==> src/rtl/vm_pkg.sv <==
// Shared types, default coin/price tables and helpers for the parametrised vending controller.
package vm_pkg;

   localparam int unsigned VAL_BITS = 8;

   typedef enum logic [0:0] {
      IDLE   = 1'b0,
      PAYOUT = 1'b1
   } vm_state_e;

   // Index 0 is the least significant byte: coins {1000,500,200,100}, prices {900,700,500,300} won.
   localparam logic [4*VAL_BITS-1:0] DEF_COIN_VALUES = {8'd10, 8'd5, 8'd2, 8'd1};
   localparam logic [4*VAL_BITS-1:0] DEF_PRICES      = {8'd9,  8'd7, 8'd5, 8'd3};

   function automatic logic vm_onehot(input logic [31:0] v);
      return (v != 32'd0) && ((v & (v - 32'd1)) == 32'd0);
   endfunction

endpackage

==> src/rtl/vm_coin_select.sv <==
// Greedy change selector: index of the largest coin whose value does not exceed the credit.
module vm_coin_select
   import vm_pkg::*;
#(
   parameter int unsigned NUM_COINS = 4,
   parameter logic [NUM_COINS*VAL_BITS-1:0] COIN_VALUES = DEF_COIN_VALUES,
   parameter int unsigned CREDIT_W  = 5,
   parameter int unsigned IDX_W     = 2
) (
   input  logic [CREDIT_W-1:0] credit_i,
   output logic [IDX_W-1:0]    coin_idx_c
);

   localparam int unsigned CMP_W = (CREDIT_W > VAL_BITS) ? CREDIT_W : VAL_BITS;

   // Coins are ordered ascending, so the last qualifying index is the largest.
   always_comb begin
      coin_idx_c = '0;
      for (int unsigned j = 0; j < NUM_COINS; j++) begin
         if (CMP_W'(COIN_VALUES[j*VAL_BITS +: VAL_BITS]) <= CMP_W'(credit_i)) begin
            coin_idx_c = IDX_W'(j);
         end
      end
   end

endmodule

==> src/rtl/vending_machine_param.sv <==
// Parametrised vending controller: credit, vend and one-coin-per-handshake change payout.
// Optional per-item stock counters with restock/sold_out are enabled by defining VM_STOCK_EN.
module vending_machine_param
   import vm_pkg::*;
#(
   parameter int unsigned NUM_COINS  = 4,
   parameter logic [NUM_COINS*VAL_BITS-1:0] COIN_VALUES = DEF_COIN_VALUES,
   parameter int unsigned NUM_ITEMS  = 4,
   parameter logic [NUM_ITEMS*VAL_BITS-1:0] PRICES = DEF_PRICES,
   parameter int unsigned MAX_CREDIT = 20,
   parameter int unsigned CREDIT_W   = 5,
   parameter int unsigned STOCK_W    = 4,
   parameter int unsigned STOCK_INIT = 5
) (
   input  logic                         clk,
   input  logic                         reset,
   input  logic [NUM_COINS-1:0]         coin_in,
   input  logic [NUM_ITEMS-1:0]         buy,
   input  logic                         refund,
   input  logic                         change_ready,
`ifdef VM_STOCK_EN
   input  logic                         restock,
   output logic [NUM_ITEMS-1:0]         sold_out,
`endif
   output logic [CREDIT_W-1:0]          credit,
   output logic [NUM_ITEMS-1:0]         buy_available,
   output logic                         coin_accept,
   output logic                         coin_reject,
   output logic                         vend_ok,
   output logic                         vend_fail,
   output logic [$clog2(NUM_ITEMS)-1:0] vend_item,
   output logic                         change_valid,
   output logic [$clog2(NUM_COINS)-1:0] change_coin,
   output logic                         busy
);

   localparam int unsigned COIN_IW = $clog2(NUM_COINS);
   localparam int unsigned ITEM_IW = $clog2(NUM_ITEMS);
   localparam int unsigned CMP_W   = (CREDIT_W > VAL_BITS) ? CREDIT_W : VAL_BITS;
   localparam int unsigned SUM_W   = CMP_W + 1;

   // Elaboration-time parameter sanity.
   if (COIN_VALUES[VAL_BITS-1:0] != 8'd1) begin : g_bad_coin0
      $error("COIN_VALUES[0] must be 1 so payout terminates");
   end
   if (MAX_CREDIT >= (32'd1 << CREDIT_W)) begin : g_bad_max
      $error("MAX_CREDIT does not fit CREDIT_W");
   end
   if (STOCK_INIT >= (32'd1 << STOCK_W)) begin : g_bad_stock
      $error("STOCK_INIT does not fit STOCK_W");
   end

   vm_state_e            state_q, state_d;
   logic [CREDIT_W-1:0]  credit_q, credit_d;
   logic                 coin_accept_q, coin_accept_d;
   logic                 coin_reject_q, coin_reject_d;
   logic                 vend_ok_q, vend_ok_d;
   logic                 vend_fail_q, vend_fail_d;
   logic [ITEM_IW-1:0]   vend_item_q, vend_item_d;
   logic                 change_valid_q, change_valid_d;
   logic [COIN_IW-1:0]   change_coin_q, change_coin_d;
   logic                 busy_q, busy_d;
   logic [NUM_ITEMS-1:0] buy_avail_q, buy_avail_d;
`ifdef VM_STOCK_EN
   logic [NUM_ITEMS-1:0][STOCK_W-1:0] stock_q, stock_d;
   logic [NUM_ITEMS-1:0]              sold_out_q, sold_out_d;
`endif

   logic [COIN_IW-1:0]  coin_idx, sel_idx;
   logic [ITEM_IW-1:0]  buy_idx;
   logic                coin_any, coin_oh, buy_any, buy_oh, stock_ok;
   logic [CMP_W-1:0]    credit_w, coin_val, price_w, cur_val;
   logic [SUM_W-1:0]    sum_w;
   logic [CREDIT_W-1:0] pay_rem, sel_credit;

   // Lowest set bit of each request vector; only meaningful when one-hot.
   always_comb begin
      coin_idx = '0;
      for (int j = NUM_COINS - 1; j >= 0; j--) begin
         if (coin_in[j]) coin_idx = COIN_IW'(j);
      end
      buy_idx = '0;
      for (int i = NUM_ITEMS - 1; i >= 0; i--) begin
         if (buy[i]) buy_idx = ITEM_IW'(i);
      end
   end

   assign coin_any   = |coin_in;
   assign buy_any    = |buy;
   assign coin_oh    = vm_onehot(32'(coin_in));
   assign buy_oh     = vm_onehot(32'(buy));
   assign credit_w   = CMP_W'(credit_q);
   assign coin_val   = CMP_W'(COIN_VALUES[32'(coin_idx)*VAL_BITS +: VAL_BITS]);
   assign price_w    = CMP_W'(PRICES[32'(buy_idx)*VAL_BITS +: VAL_BITS]);
   assign cur_val    = CMP_W'(COIN_VALUES[32'(change_coin_q)*VAL_BITS +: VAL_BITS]);
   assign sum_w      = SUM_W'(credit_w) + SUM_W'(coin_val);
   assign pay_rem    = CREDIT_W'(credit_w - cur_val);
   // Selector looks at the credit that will remain after this cycle's handshake.
   assign sel_credit = (state_q == PAYOUT) ? pay_rem : credit_q;

`ifdef VM_STOCK_EN
   assign stock_ok = (stock_q[buy_idx] != '0);
`else
   assign stock_ok = 1'b1;
`endif

   vm_coin_select #(
      .NUM_COINS   (NUM_COINS),
      .COIN_VALUES (COIN_VALUES),
      .CREDIT_W    (CREDIT_W),
      .IDX_W       (COIN_IW)
   ) u_coin_select (
      .credit_i   (sel_credit),
      .coin_idx_c (sel_idx)
   );

   always_comb begin
      state_d        = state_q;
      credit_d       = credit_q;
      change_valid_d = change_valid_q;
      change_coin_d  = change_coin_q;
      vend_item_d    = vend_item_q;
      coin_accept_d  = 1'b0;
      coin_reject_d  = 1'b0;
      vend_ok_d      = 1'b0;
      vend_fail_d    = 1'b0;
`ifdef VM_STOCK_EN
      stock_d        = stock_q;
`endif
      case (state_q)
         IDLE: begin
            if (refund) begin
               if (credit_q != '0) begin
                  state_d        = PAYOUT;
                  change_valid_d = 1'b1;
                  change_coin_d  = sel_idx;
               end
               coin_reject_d = coin_any;
            end else if (buy_any) begin
               vend_item_d = buy_idx;
               if (buy_oh && (credit_w >= price_w) && stock_ok) begin
                  vend_ok_d = 1'b1;
                  credit_d  = CREDIT_W'(credit_w - price_w);
`ifdef VM_STOCK_EN
                  stock_d[buy_idx] = stock_q[buy_idx] - STOCK_W'(1);
`endif
               end else begin
                  vend_fail_d = 1'b1;
               end
               coin_reject_d = coin_any;
            end else if (coin_any) begin
               if (coin_oh && (sum_w <= SUM_W'(MAX_CREDIT))) begin
                  coin_accept_d = 1'b1;
                  credit_d      = CREDIT_W'(sum_w);
               end else begin
                  coin_reject_d = 1'b1;
               end
            end
`ifdef VM_STOCK_EN
            if (restock) stock_d = {NUM_ITEMS{STOCK_W'(STOCK_INIT)}};
`endif
         end
         PAYOUT: begin
            coin_reject_d = coin_any;
            vend_fail_d   = buy_any;
            if (buy_any) vend_item_d = buy_idx;
            if (change_valid_q && change_ready) begin
               credit_d = pay_rem;
               if (pay_rem == '0) begin
                  state_d        = IDLE;
                  change_valid_d = 1'b0;
               end else begin
                  change_coin_d = sel_idx;
               end
            end
         end
         default: state_d = IDLE;
      endcase

      busy_d = (state_d == PAYOUT);
      for (int unsigned i = 0; i < NUM_ITEMS; i++) begin
         buy_avail_d[i] = (CMP_W'(credit_d) >= CMP_W'(PRICES[i*VAL_BITS +: VAL_BITS]))
`ifdef VM_STOCK_EN
                          && (stock_d[i] != '0)
`endif
                          ;
      end
`ifdef VM_STOCK_EN
      for (int unsigned i = 0; i < NUM_ITEMS; i++) begin
         sold_out_d[i] = (stock_d[i] == '0);
      end
`endif
   end

   always_ff @(posedge clk or posedge reset) begin
      if (reset) begin
         state_q        <= IDLE;
         credit_q       <= '0;
         coin_accept_q  <= 1'b0;
         coin_reject_q  <= 1'b0;
         vend_ok_q      <= 1'b0;
         vend_fail_q    <= 1'b0;
         vend_item_q    <= '0;
         change_valid_q <= 1'b0;
         change_coin_q  <= '0;
         busy_q         <= 1'b0;
         buy_avail_q    <= '0;
`ifdef VM_STOCK_EN
         stock_q        <= {NUM_ITEMS{STOCK_W'(STOCK_INIT)}};
         sold_out_q     <= {NUM_ITEMS{STOCK_INIT == 0}};
`endif
      end else begin
         state_q        <= state_d;
         credit_q       <= credit_d;
         coin_accept_q  <= coin_accept_d;
         coin_reject_q  <= coin_reject_d;
         vend_ok_q      <= vend_ok_d;
         vend_fail_q    <= vend_fail_d;
         vend_item_q    <= vend_item_d;
         change_valid_q <= change_valid_d;
         change_coin_q  <= change_coin_d;
         busy_q         <= busy_d;
         buy_avail_q    <= buy_avail_d;
`ifdef VM_STOCK_EN
         stock_q        <= stock_d;
         sold_out_q     <= sold_out_d;
`endif
      end
   end

   assign credit        = credit_q;
   assign buy_available = buy_avail_q;
   assign coin_accept   = coin_accept_q;
   assign coin_reject   = coin_reject_q;
   assign vend_ok       = vend_ok_q;
   assign vend_fail     = vend_fail_q;
   assign vend_item     = vend_item_q;
   assign change_valid  = change_valid_q;
   assign change_coin   = change_coin_q;
   assign busy          = busy_q;
`ifdef VM_STOCK_EN
   assign sold_out      = sold_out_q;
`endif

endmodule
==> config.mk <==
export PLATFORM = sky130hd
export DESIGN_NAME = vending_machine_param
export DESIGN_NICKNAME = d
export VERILOG_FILES = /design/src/rtl/vm_pkg.sv /design/src/rtl/vm_coin_select.sv /design/src/rtl/vending_machine_param.sv
export SDC_FILE = /design/constraint.sdc
export NUM_CORES = 1
export LEC_CHECK = 0
export BUFFER_PORTS_ARGS = -buffer_cell sky130_fd_sc_hd__clkbuf_2
export CORE_MARGIN = 3
export CORE_UTILIZATION = 61
export DETAILED_ROUTE_END_ITERATION = 16
export PLACE_DENSITY = 0.88
export SYNTH_ARGS = -nofsm -noshare
export SYNTH_HDL_FRONTEND = slang
export SYNTH_SLANG_ARGS = --single-unit
==> constraint.sdc <==
create_clock -name clk -period 6.9 [get_ports clk]
set_clock_uncertainty 0.05 [all_clocks]
set_input_delay 0.69 -clock clk [delete_from_list [all_inputs] [get_ports clk]]
set_output_delay 0.69 -clock clk [all_outputs]
set_load 0.005 [all_outputs]
# After elaboration in Yosys (flattened, before gate mapping)
# Cells that the tools add are included.
[classes]
add_sub_neg = 5
magnitude_cmp = 9
n_eq_ne = 6
shifts = 3
n_mux = 55
n_bitwise = 3
reduce_logical = 15
[ops]
columns = ["op", "count"]
rows = [
  ["$and 4x32->32", 2],
  ["$logic_not 32->1", 2],
  ["$shiftx 32x6->8 const A", 2],
  ["$mux 5", 7],
  ["$mux 2", 16],
  ["$shiftx 32x6->5 const A", 1],
  ["$mux 1", 25],
  ["$ge 5x3->1 const B", 2],
  ["$pmux 5 s2", 1],
  ["$sub 4x1->5 const B", 2],
  ["$sub 5x5->5", 2],
  ["$add 5x8->9", 1],
  ["$le 9x5->1 const B", 1],
  ["$ge 5x8->1", 1],
  ["$ne 2x2->1 const B", 4],
  ["$pmux 1 s2", 4],
  ["$pmux 2 s2", 2],
  ["$reduce_and 4->1", 2],
  ["$reduce_bool 4->1", 2],
  ["$reduce_or 4->1", 2],
  ["$ge 5x2->1 const B", 1],
  ["$ge 5x4->1 const B", 1],
  ["$le 2x5->1 const A", 1],
  ["$le 3x5->1 const A", 1],
  ["6 further kinds", 11],
]
[totals]
register_bits = 19
input_bits = 12
output_inout_bits = 19
wordCells = 106

# Longest topological paths before layout
[depth]
ltp_word = 14
mapped_depth = 16
depth_no_buf = 15

# Cells and area by module
# Synthesis repeated with hierarchy kept, for this count alone.
[unflattened]
cells_unflattened = 228
hier_area_um2 = 1856.8
[modules_own_cells]
columns = ["module", "instances", "cells_each", "area_per_inst_um2", "seq_area_each_um2"]
rows = [
  ["vending_machine_param", 1, 221, 1821.7, 475.5],
  ["vm_coin_select", 1, 7, 35.0, 0.0],
]

# Worst setup path before layout
# OpenSTA, ideal clock, no wires.
[synth_path]
path_kind = "input to register"
start = "input buy[2]"
end = "register buy_avail_q[3], in the netlist buy_available[3]"
setup_time_ns = 0.124
arrival_ns = 3.273
required_time_ns = 6.726
slack_ns = 3.453
path_stages = 15
n_path_buf = 1
path_cell_list = "nand2b_1 a21oi_1 ha_1 inv_1 ha_1 a21o_1 a21oi_1 ha_1 a22o_1 clkbuf_1 o21ai_0 a311o_1 nor3_2 o221ai_1 o31a_1"
[synth_between]
elab_chain_len = 11
elab_cells_between_ends = 18
cone_classes = "2 x add/sub; 2 x order compare; 1 x shift; 7 x mux; 1 x bitwise; 5 x reduce/logical"
[synth_lines]
columns = ["element", "line_no", "text"]
rows = [
  ["start, declared", "vending_machine_param.sv:18", "input logic [NUM_ITEMS-1:0] buy,"],
  ["$mux 2 (*) (3 in series)", "vending_machine_param.sv:84", "if (buy[i]) buy_idx = ITEM_IW'(i);"],
  ["named net buy_idx[0]", "vending_machine_param.sv:70", "logic [ITEM_IW-1:0] buy_idx;"],
  ["$shiftx 32x6->8 (*)", "vending_machine_param.sv:94", "assign price_w = CMP_W'(PRICES[32'(buy_idx)*VAL_BITS +: VAL_BITS]);"],
  ["$ge 5x8->1", "vending_machine_param.sv:141", "if (buy_oh && (credit_w >= price_w) && stock_ok) begin"],
  ["$logic_and 1x1->1", "vending_machine_param.sv:141", ""],
  ["$mux 5 (*)", "vending_machine_param.sv:141", ""],
  ["$mux 5 (*)", "vending_machine_param.sv:139", "end else if (buy_any) begin"],
  ["$mux 5 (*)", "vending_machine_param.sv:132", "if (refund) begin"],
  ["$pmux 5 s2 (*)", "vending_machine_param.sv:130", "case (state_q)"],
  ["$ge 5x4->1 (*)", "vending_machine_param.sv:182", "buy_avail_d[i] = (CMP_W'(credit_d) >= CMP_W'(PRICES[i*VAL_BITS +: VAL_BITS]))"],
  ["named net buy_avail_d[3]", "vending_machine_param.sv:63", "logic [NUM_ITEMS-1:0] buy_avail_q, buy_avail_d;"],
  ["end signal, assigned", "vending_machine_param.sv:223", "buy_avail_q <= buy_avail_d;"],
  ["end, declared", "vending_machine_param.sv:63", ""],
]
# Mark *: on every way through the listed nets, which the timed path passes. The rest lies on a longest branch.
# A chain may end at the register's enable or synchronous reset.

# Final worst setup path
# Same ends and word-level chain as after synthesis.

==> run metrics <==
outcome complete, no violations; Vias per Instance 6.37; Final ANT Viol Nets 0; Rel. slew slack 51.2%; Seq cells post-synth 19; H-tree levels 1; Routed WL 4640 um; Reg2Reg Capture Point buy_available[3]; class of the worst hold path in2async; max-cap violations 0; syn nets 254; Post-CTS Setup Inserts 0; Slew Viols, Final 0; Inserted Clock Buffers 3; CTS tree done; Post-DP Area 0.00207 mm2; Syn Std Cell Area 0.00191 mm2; io pins 31; YS warnings 0; clock buffer depth 2; worst setup path class in2reg; DR DRC count 0; cells on worst reg2reg path 11; total chip power 863 uW; # hold bufs at CTS 0; largest net degree at the start of global routing 20; DIE WIDTH 61.9 um; DPL Wire Length 3520 um; Global Route Usage Sum 25.9%; setup violators final 0; Synth async-reset ratio 100%; GP Congestion 0.906; worst r2r src credit[1]; wire length per cell 15.7 um; Worst IR Drop VDD 0.000444 V; Final Util 72.9%; dominant synthesized flop cell dfrtp_1; Resized Gates After CTS 0; share of cells above drive strength 1 21.3%; Initial Util 66.4%; leading cell type in the layout, fill and taps excluded clkbuf_2; DRT iter0 DRCs 140; clock sinks 19; initial antenna violation count 0; Least-Margin Pin Slew 0.731 ns; Die Y 61.9 um; full die area 0.00384 mm2; TritonRoute pass-1 iters 5; CTS root buf clkbuf_4; post-route setup TNS 0 ns; design area 0.00210 mm2; Power per Cell Area 411 mW/mm2; RSZ-0062 raised after global routing false; Req. time, crit path 7.04 ns; Crit Path Max Fanout 11; Worst-path clk slew 0.12 ns; Syn Inst Count 226; vias in the first global route 1,711; critical path launch point type input port; Distinct cells, synth 61; P&R area growth vs syn 9.90%; Lkg Pwr 0.000943 uW; Clk Latency, worst-skew pair 0.31 ns; syn avg cell area 8.45 um2; via count 1,879; Final Hold Vio Count 0; area used by multi-input combinational logic 0.00132 mm2; core area 0.00288 mm2; FF-to-FF setup slack 3.52 ns; Placement Rows 19; Post-synth EDFFs 0; Seq/Total Area, Yosys 24.9%; first-pass GRT wire length 7550 um; Layout Nets 282; fin crit share 51.9%; fill cell count 233; GR Overflow Total 0; ANT cells 0; fin crit period 3.58 ns; Arr. time, crit path 3.72 ns; Storage cell area 475 um2; Critical Path Sink Type flop; PortBufs 30; commonest cells after routing, fill and taps aside 30 x clkbuf_2, 19 x nor2_1, 19 x inv_1, 19 x dfrtp_1, 18 x o21ai_0; Max Fclk 0.279 GHz
==> cell usage after synthesis, types with 2 or more instances <==
master,n,area (um2)
dfrtp_1,19,475
inv_1,19,71.3
nor2_1,19,71.3
o21ai_0,18,90.1
a21oi_1,17,85.1
ha_1,14,175
nand2_1,13,48.8
a21o_1,7,52.6
nand2b_1,6,37.5
xnor2_1,6,52.6
nand3_1,5,25.0
nor3_1,4,20.0
a31oi_1,3,18.8
buf_2,3,15.0
nor2b_1,3,18.8
o211a_1,3,30.0
o21ai_2,3,26.3
o221ai_1,3,26.3
o31ai_1,3,22.5
or4_1,3,22.5
xor2_1,3,26.3
a211oi_1,2,15.0
a211oi_2,2,25.0
a22o_1,2,17.5
a22oi_1,2,15.0
clkbuf_1,2,7.51
fa_1,2,40.0
mux2i_1,2,20.0
nand4_1,2,12.5
nor4_1,2,12.5
o211ai_1,2,15.0
o21a_1,2,15.0
o31a_1,2,17.5
==> flip-flops by register name, indices dropped and copies added, names as in the netlist <==
name           flops
busy               1
coin_accept        1
change_valid       1
vend_fail          1
coin_reject        1
vend_item          2
change_coin        2
credit             5
vend_ok            1
buy_available      4
==> worst max-delay path: stages <==
cell,delay [ns]
clkbuf_2,0.13
nand2b_1,0.17
a21oi_1,0.25
ha_1,0.28
inv_1,0.06
ha_1,0.27
a21o_1,0.17
a21oi_1,0.14
ha_1,0.16
a22o_1,0.31
o21ai_0,0.13
a311o_1,0.37
nor3_2,0.15
o221ai_1,0.18
o31a_1,0.27
==> power by group <==
part / internal (uW) / switching [uW] / total (uW)
Combinational: 256 / 334 / 590
Clock: 21.6 / 36.3 / 58.0
Sequential: 146 / 69.7 / 215
==> final cells by class <==
type | instances | area share, %
multi-input combinational | 180 | 62.8
inverter | 20 | 3.58
tap | 42 | 2.50
clock inverter | 1 | 0.239
sequential | 19 | 22.7
timing repair buffer | 30 | 7.16
clock buffer | 3 | 1.07
==> through the flow <==
step / hold slack, ns / setup slack (ns) / std cells
finish: 0.410 / 3.32 / 295
detailed placement: 0.456 / 3.07 / 291
floorplan: 0.448 / 3.45 / 226
global route: 0.466 / 3.21 / 295
global placement: 0.448 / 3.11 / 291
CTS: 0.423 / 3.33 / 295
==> worst max path at each step <==
stage	from	endpoint	slack (ns)	cells after the start
global placement	buy[2]	buy_available[3]	3.11	15
floorplan	buy[2]	buy_available[3]	3.45	15
global route	buy[2]	buy_available[3]	3.21	15
detailed placement	buy[2]	buy_available[3]	3.07	15
finish	buy[2]	buy_available[3]	3.32	15
CTS	buy[2]	buy_available[3]	3.33	15
==> cells by family after synthesis <==
kind of cell | after synthesis | synth area share (%)
AO/OA/AOI/OAI | 81 | 31.1
AND/OR/NAND/NOR | 71 | 20.9
buffers and inverters | 27 | 6.09
flip-flops | 19 | 24.9
adder cells (fa/ha/maj) | 16 | 11.3
XOR/XNOR | 9 | 4.13
multiplexers | 3 | 1.64
==> layer usage <==
metal | global-route usage, % | vias up | part of all wire (%)
met4 | 6.06 | 0 | 1.3
met3 | 7.23 | 10 | 8.6
met2 | 43.3 | 88 | 49
met1 | 32.8 | 886 | 41
met5 | 0 | - | 0
li1 | - | 895 | -
No activity file was read; power rests on OpenSTA's default activity.
